===== src/rtl/instruction_fetch.sv =====
// Instruction fetch stage: issues word fetches under a two-slot credit, queues responses
// in order with their PCs, and presents one instruction per cycle to instruction_control.
module instruction_fetch #(
    parameter int N = 24,
    parameter int A = 10,
    parameter int VBIT = 23,
    parameter logic [N-1:0] NOP = 24'h100004
) (
    input  logic         clk,
    input  logic         rst,
    input  logic         stall,
    input  logic         flush,
    input  logic         branch_taken,
    input  logic [A-1:0] branch_target,
    output logic         imem_req,
    output logic [A-1:0] imem_addr,
    input  logic         imem_ready,
    input  logic         imem_rvalid,
    input  logic [N-1:0] imem_rdata,
    output logic [N-1:0] instruction,
    output logic         V,
    output logic [A-1:0] pc_out,
    output logic         inst_valid
);

    // imem handshake: a request transfers in any cycle where imem_req && imem_ready;
    // imem_addr is held until then. Responses return in request order on imem_rvalid.
    logic [A-1:0] pc;
    logic [1:0]   outstanding;   // issued but not yet returned, stale ones included
    logic [1:0]   count;         // entries waiting in the response queue
    logic [1:0]   stale;         // returning responses still to be discarded

    logic [A-1:0] tag_q [2];
    logic         tag_wr, tag_rd;
    logic [N-1:0] q_data [2];
    logic [A-1:0] q_pc [2];
    logic         q_wr, q_rd;

    logic redirect, credit, issue, resp, drop, push, pop;

    assign redirect  = flush | branch_taken;
    assign credit    = ({1'b0, outstanding} + {1'b0, count}) < 3'd2;
    assign imem_req  = ~rst & ~redirect & credit;
    assign imem_addr = pc;
    assign issue     = imem_req & imem_ready;
    // A response with nothing outstanding belongs to a request lost across reset.
    assign resp      = imem_rvalid & (outstanding != 2'd0);
    assign drop      = resp & (stale != 2'd0);
    assign push      = resp & ~drop & ~redirect;
    assign pop       = ~stall & (count != 2'd0) & ~redirect;
    assign V         = instruction[VBIT] & inst_valid;

    always_ff @(posedge clk) begin
        if (rst) begin
            pc          <= '0;
            outstanding <= 2'd0;
            count       <= 2'd0;
            stale       <= 2'd0;
            tag_wr      <= 1'b0;
            tag_rd      <= 1'b0;
            q_wr        <= 1'b0;
            q_rd        <= 1'b0;
            instruction <= NOP;
            pc_out      <= '0;
            inst_valid  <= 1'b0;
        end else begin
            outstanding <= outstanding + {1'b0, issue} - {1'b0, resp};
            if (issue)
                tag_wr <= ~tag_wr;
            if (resp)
                tag_rd <= ~tag_rd;

            if (branch_taken)
                pc <= branch_target;
            else if (issue)
                pc <= pc + A'(1);

            // Everything still in flight at a redirect is stale, including a response
            // that lands in the redirect cycle itself (that one is dropped right away).
            if (redirect)
                stale <= outstanding - {1'b0, resp};
            else if (drop)
                stale <= stale - 2'd1;

            if (redirect) begin
                count <= 2'd0;
                q_wr  <= 1'b0;
                q_rd  <= 1'b0;
            end else begin
                if (push)
                    q_wr <= ~q_wr;
                if (pop)
                    q_rd <= ~q_rd;
                count <= count + {1'b0, push} - {1'b0, pop};
            end

            if (redirect) begin
                instruction <= NOP;
                inst_valid  <= 1'b0;
            end else if (!stall) begin
                if (count != 2'd0) begin
                    instruction <= q_data[q_rd];
                    pc_out      <= q_pc[q_rd];
                    inst_valid  <= 1'b1;
                end else begin
                    instruction <= NOP;
                    inst_valid  <= 1'b0;
                end
            end
        end
    end

    // Storage arrays carry no reset; occupancy is tracked by the counters above.
    always_ff @(posedge clk) begin
        if (issue)
            tag_q[tag_wr] <= pc;
        if (push && !rst) begin
            q_data[q_wr] <= imem_rdata;
            q_pc[q_wr]   <= tag_q[tag_rd];
        end
    end

endmodule


===== config.mk =====
export PLATFORM = sky130hd
export DESIGN_NAME = instruction_fetch
export DESIGN_NICKNAME = d
export VERILOG_FILES = /design/src/rtl/instruction_fetch.sv
export SDC_FILE = /design/constraint.sdc
export NUM_CORES = 1
export LEC_CHECK = 0
export BUFFER_PORTS_ARGS = -buffer_cell sky130_fd_sc_hd__buf_4
export CELL_PAD_IN_SITES_DETAIL_PLACEMENT = 1
export CELL_PAD_IN_SITES_GLOBAL_PLACEMENT = 1
export CORE_ASPECT_RATIO = 0.9
export CORE_MARGIN = 2
export CORE_UTILIZATION = 35
export CTS_CLUSTER_DIAMETER = 60
export DETAILED_ROUTE_END_ITERATION = 6
export PLACE_DENSITY_LB_ADDON = 0.3
export SLEW_MARGIN = 20
export SYNTH_ARGS = -nofsm -noshare
export SYNTH_HDL_FRONTEND = slang
export SYNTH_SLANG_ARGS = --single-unit
export TNS_END_PERCENT = 5

===== constraint.sdc =====
create_clock -name clk -period 3.9 [get_ports clk]
set_input_delay 0.39 -clock clk [delete_from_list [all_inputs] [get_ports clk]]
set_output_delay 0.39 -clock clk [all_outputs]
set_load 0.02 [all_outputs]

==> results.json <==
{
  "numClockSinks": 145,
  "grt_pass1_wl_um": 18800,
  "place_ws_ns": 0.865,
  "globalRouteTotalUtil_pct": 15.1,
  "placed_cell_area_mm2": 0.00637,
  "rsz0062_at_grt": "no",
  "routed_wl_um": 12000,
  "sw_frac_of_total_pct": 21.4,
  "dieArea_mm2": 0.0167,
  "ys_warn_count": 0,
  "num_io_pins": 88,
  "wl_per_cell_um": 16.5,
  "port_buffers": 87,
  "slew-limit-headroom_pct": 43.6,
  "cp_data_required_time_ns": 3.94,
  "path_class": "register to register",
  "avgSynthCellArea_um2": 13.2,
  "syn_area_mm2": 0.00549,
  "cp.arrival_ns": 3.10,
  "cts-hold-fix-buffers": 0,
  "synth-seq-cells": 145,
  "hpwl_um": 8040,
  "drtAntennaViolNets": 0,
  "status": "finished, final reports clean",
  "grt_max_degree": 31,
  "synth_cells": 417,
  "power.share.clock_pct": 45.8,
  "clock_path_buffers": 2,
  "dr.pass1.iters": 4,
  "diodes": 0,
  "setup_viol": 0,
  "nets": 557,
  "post-route-period-util_pct": 78.3,
  "cpPeakStageDelay_ns": 0.74,
  "core_area_mm2": 0.0154,
  "gp_congestion": 0.779,
  "power_density_mw_per_mm2": 526,
  "p_leak_nw": 2.49,
  "first_iter_violations": 199,
  "clk_latency_ns": 0.42,
  "crit_fanout": 10,
  "fmax_ghz": 0.327,
  "ys.flop_type": "edfxtp_1",
  "routed_via_density": 4.81,
  "hold_ws_ns": 0.152,
  "cts_tree": "done",
  "ys_seq_area_share_pct": 69.0,
  "skew_ns": 0.00546,
  "die_x_um": 136,
  "maxSlewViolCount": 0,
  "ys_types": 40,
  "overflow": 0,
  "switchingPower_mw": 0.787,
  "chipHeight_um": 123,
  "postCtsSetupBuffers": 0,
  "synth-async-reset-ratio_pct": 0,
  "cap_violations": 0,
  "syn_nets": 466,
  "htree_levels": 4,
  "cts_buffers": 17,
  "antenna_found_initial": 0,
  "cp-start-kind": "register",
  "drive_above_1_share_pct": 27.3,
  "num_vias": 3477,
  "finalHoldViolCount": 0,
  "ir_drop_v": 0.000347,
  "slowest_stage": "or4b_1",
  "min_path_type": "primary input to register",
  "worstSetupStartpoint": "outstanding[0]",
  "finalNonFillerCells": 723,
  "path_cells": "and2_1, fa_1, or4b_1, nor2_8, inv_4, nor2_1",
  "synth_edf_count": 88,
  "timing.rr.start": "outstanding[0]",
  "end_kind": "register",
  "grt_pass1_vias": 3622,
  "tns_ns": 0,
  "worstHoldStart": "imem_rdata[15]",
  "internal-power_mw": 2.89,
  "utilization_pct": 45.4,
  "max_slew.worst_pin.slew_ns": 0.843,
  "power_frac_seq_pct": 47.0,
  "stdcell_area_mm2": 0.00698,
  "rows": 43,
  "comb_power_share_pct": 7.2,
  "placedCellCount": 691,
  "cts-resized-gates": 0,
  "period_needed_ns": 3.05,
  "initial_utilization_pct": 35.7,
  "area_growth_pct": 27.3,
  "p_total_mw": 3.67,
  "route.detailed.drc": 0,
  "clk_pin_slew_ns": 0.06,
  "setup_slack_ns": 0.845,
  "clockRootBuffer": "clkbuf_16"
}
[cell usage in the layout, fill, tap and decap left out, drive strengths merged, types with 10 or more instances in the layout]
| cell | count |
|---|---|
| inv | 10 |
| edfxtp | 88 |
| a211oi | 14 |
| mux2i | 32 |
| nor2 | 67 |
| clkbuf | 21 |
| nand2 | 14 |
| buf | 94 |
| mux2 | 11 |
| a21oi | 29 |
| dfxtp | 57 |
[path summary, 6_finish.rpt]
check	to	cells past startpoint	slack, ns
worst max-delay path	tag_q[0][2]	6	0.85
worst max register to register	tag_q[0][2]	6	0.85
worst min-delay path	q_data[1][15]	1	0.15
worst min register to register	instruction[8]	2	0.49
[area by class of cell]
cell class,count,area [um^2]
Fill cell,1614,8400
Sequential cell,145,3780
Multi-Input combinational cell,240,1590
Timing Repair Buffer,94,706
Clock buffer,21,450
Tap cell,202,253
Clock inverter,11,163
Inverter,10,40.0
[sequential cells by signal (all words and copies together) (netlist names), 10 cells and up, named ones only]
register	count
tag_q	20
q_data	48
imem_addr	10
q_pc	20
pc_out	10
instruction	24
[layer usage]
layer | wire (um) | GRT usage (%)
met3 | 418 | 4.71
met5 | 0 | 0
met1 | 5450 | 18.1
met2 | 5900 | 25.3
met4 | 187 | 6.05
[power by group through the flow]
stage          Sequential (mW)  Combinational, mW  Clock (mW)
2_1_floorplan             1.74              0.180           0
5_1_grt                   1.73              0.298        1.78
3_3_place_gp              1.75              0.258           0
4_1_cts                   1.73              0.268        1.72
3_5_place_dp              1.76              0.265           0
6_report                  1.73              0.264        1.68
[synth_stat cells, types with 5 or more instances]
| master | instances | area share (%) |
|---|---|---|
| mux2_2 | 11 | 2.3 |
| inv_1 | 9 | 0.62 |
| o311ai_0 | 6 | 0.96 |
| a211oi_1 | 14 | 1.9 |
| nor2b_1 | 5 | 0.57 |
| nor3_1 | 6 | 0.55 |
| nand2_1 | 14 | 0.96 |
| mux2i_1 | 32 | 5.8 |
| ha_1 | 7 | 1.6 |
| xnor2_1 | 7 | 1.1 |
| clkbuf_1 | 17 | 1.2 |
| nor2_1 | 66 | 4.5 |
| edfxtp_1 | 88 | 48 |
| a21oi_1 | 29 | 2.6 |
| and2_1 | 6 | 0.68 |
| dfxtp_1 | 57 | 21 |
[kinds of logic after synthesis]
group,after synthesis,synth area share (%)
DFF,145,69.0
buffers and inverters,32,2.37
and+or+nand+nor,116,9.76
muxes,43,8.10
adders and majority gates,8,1.96
AOI/OAI and AO/OA,64,7.41
xor gates and xnor gates,9,1.44
[critical path, delay by kind of cell, from the launching register on]
family | cells | cell delay [ns]
buffers and inverters | 1 | 0.08
adders and majority gates | 1 | 0.43
and+or+nand+nor | 4 | 1.77
DFF | 1 | 0.38
(Power assumes the default switching activity.)
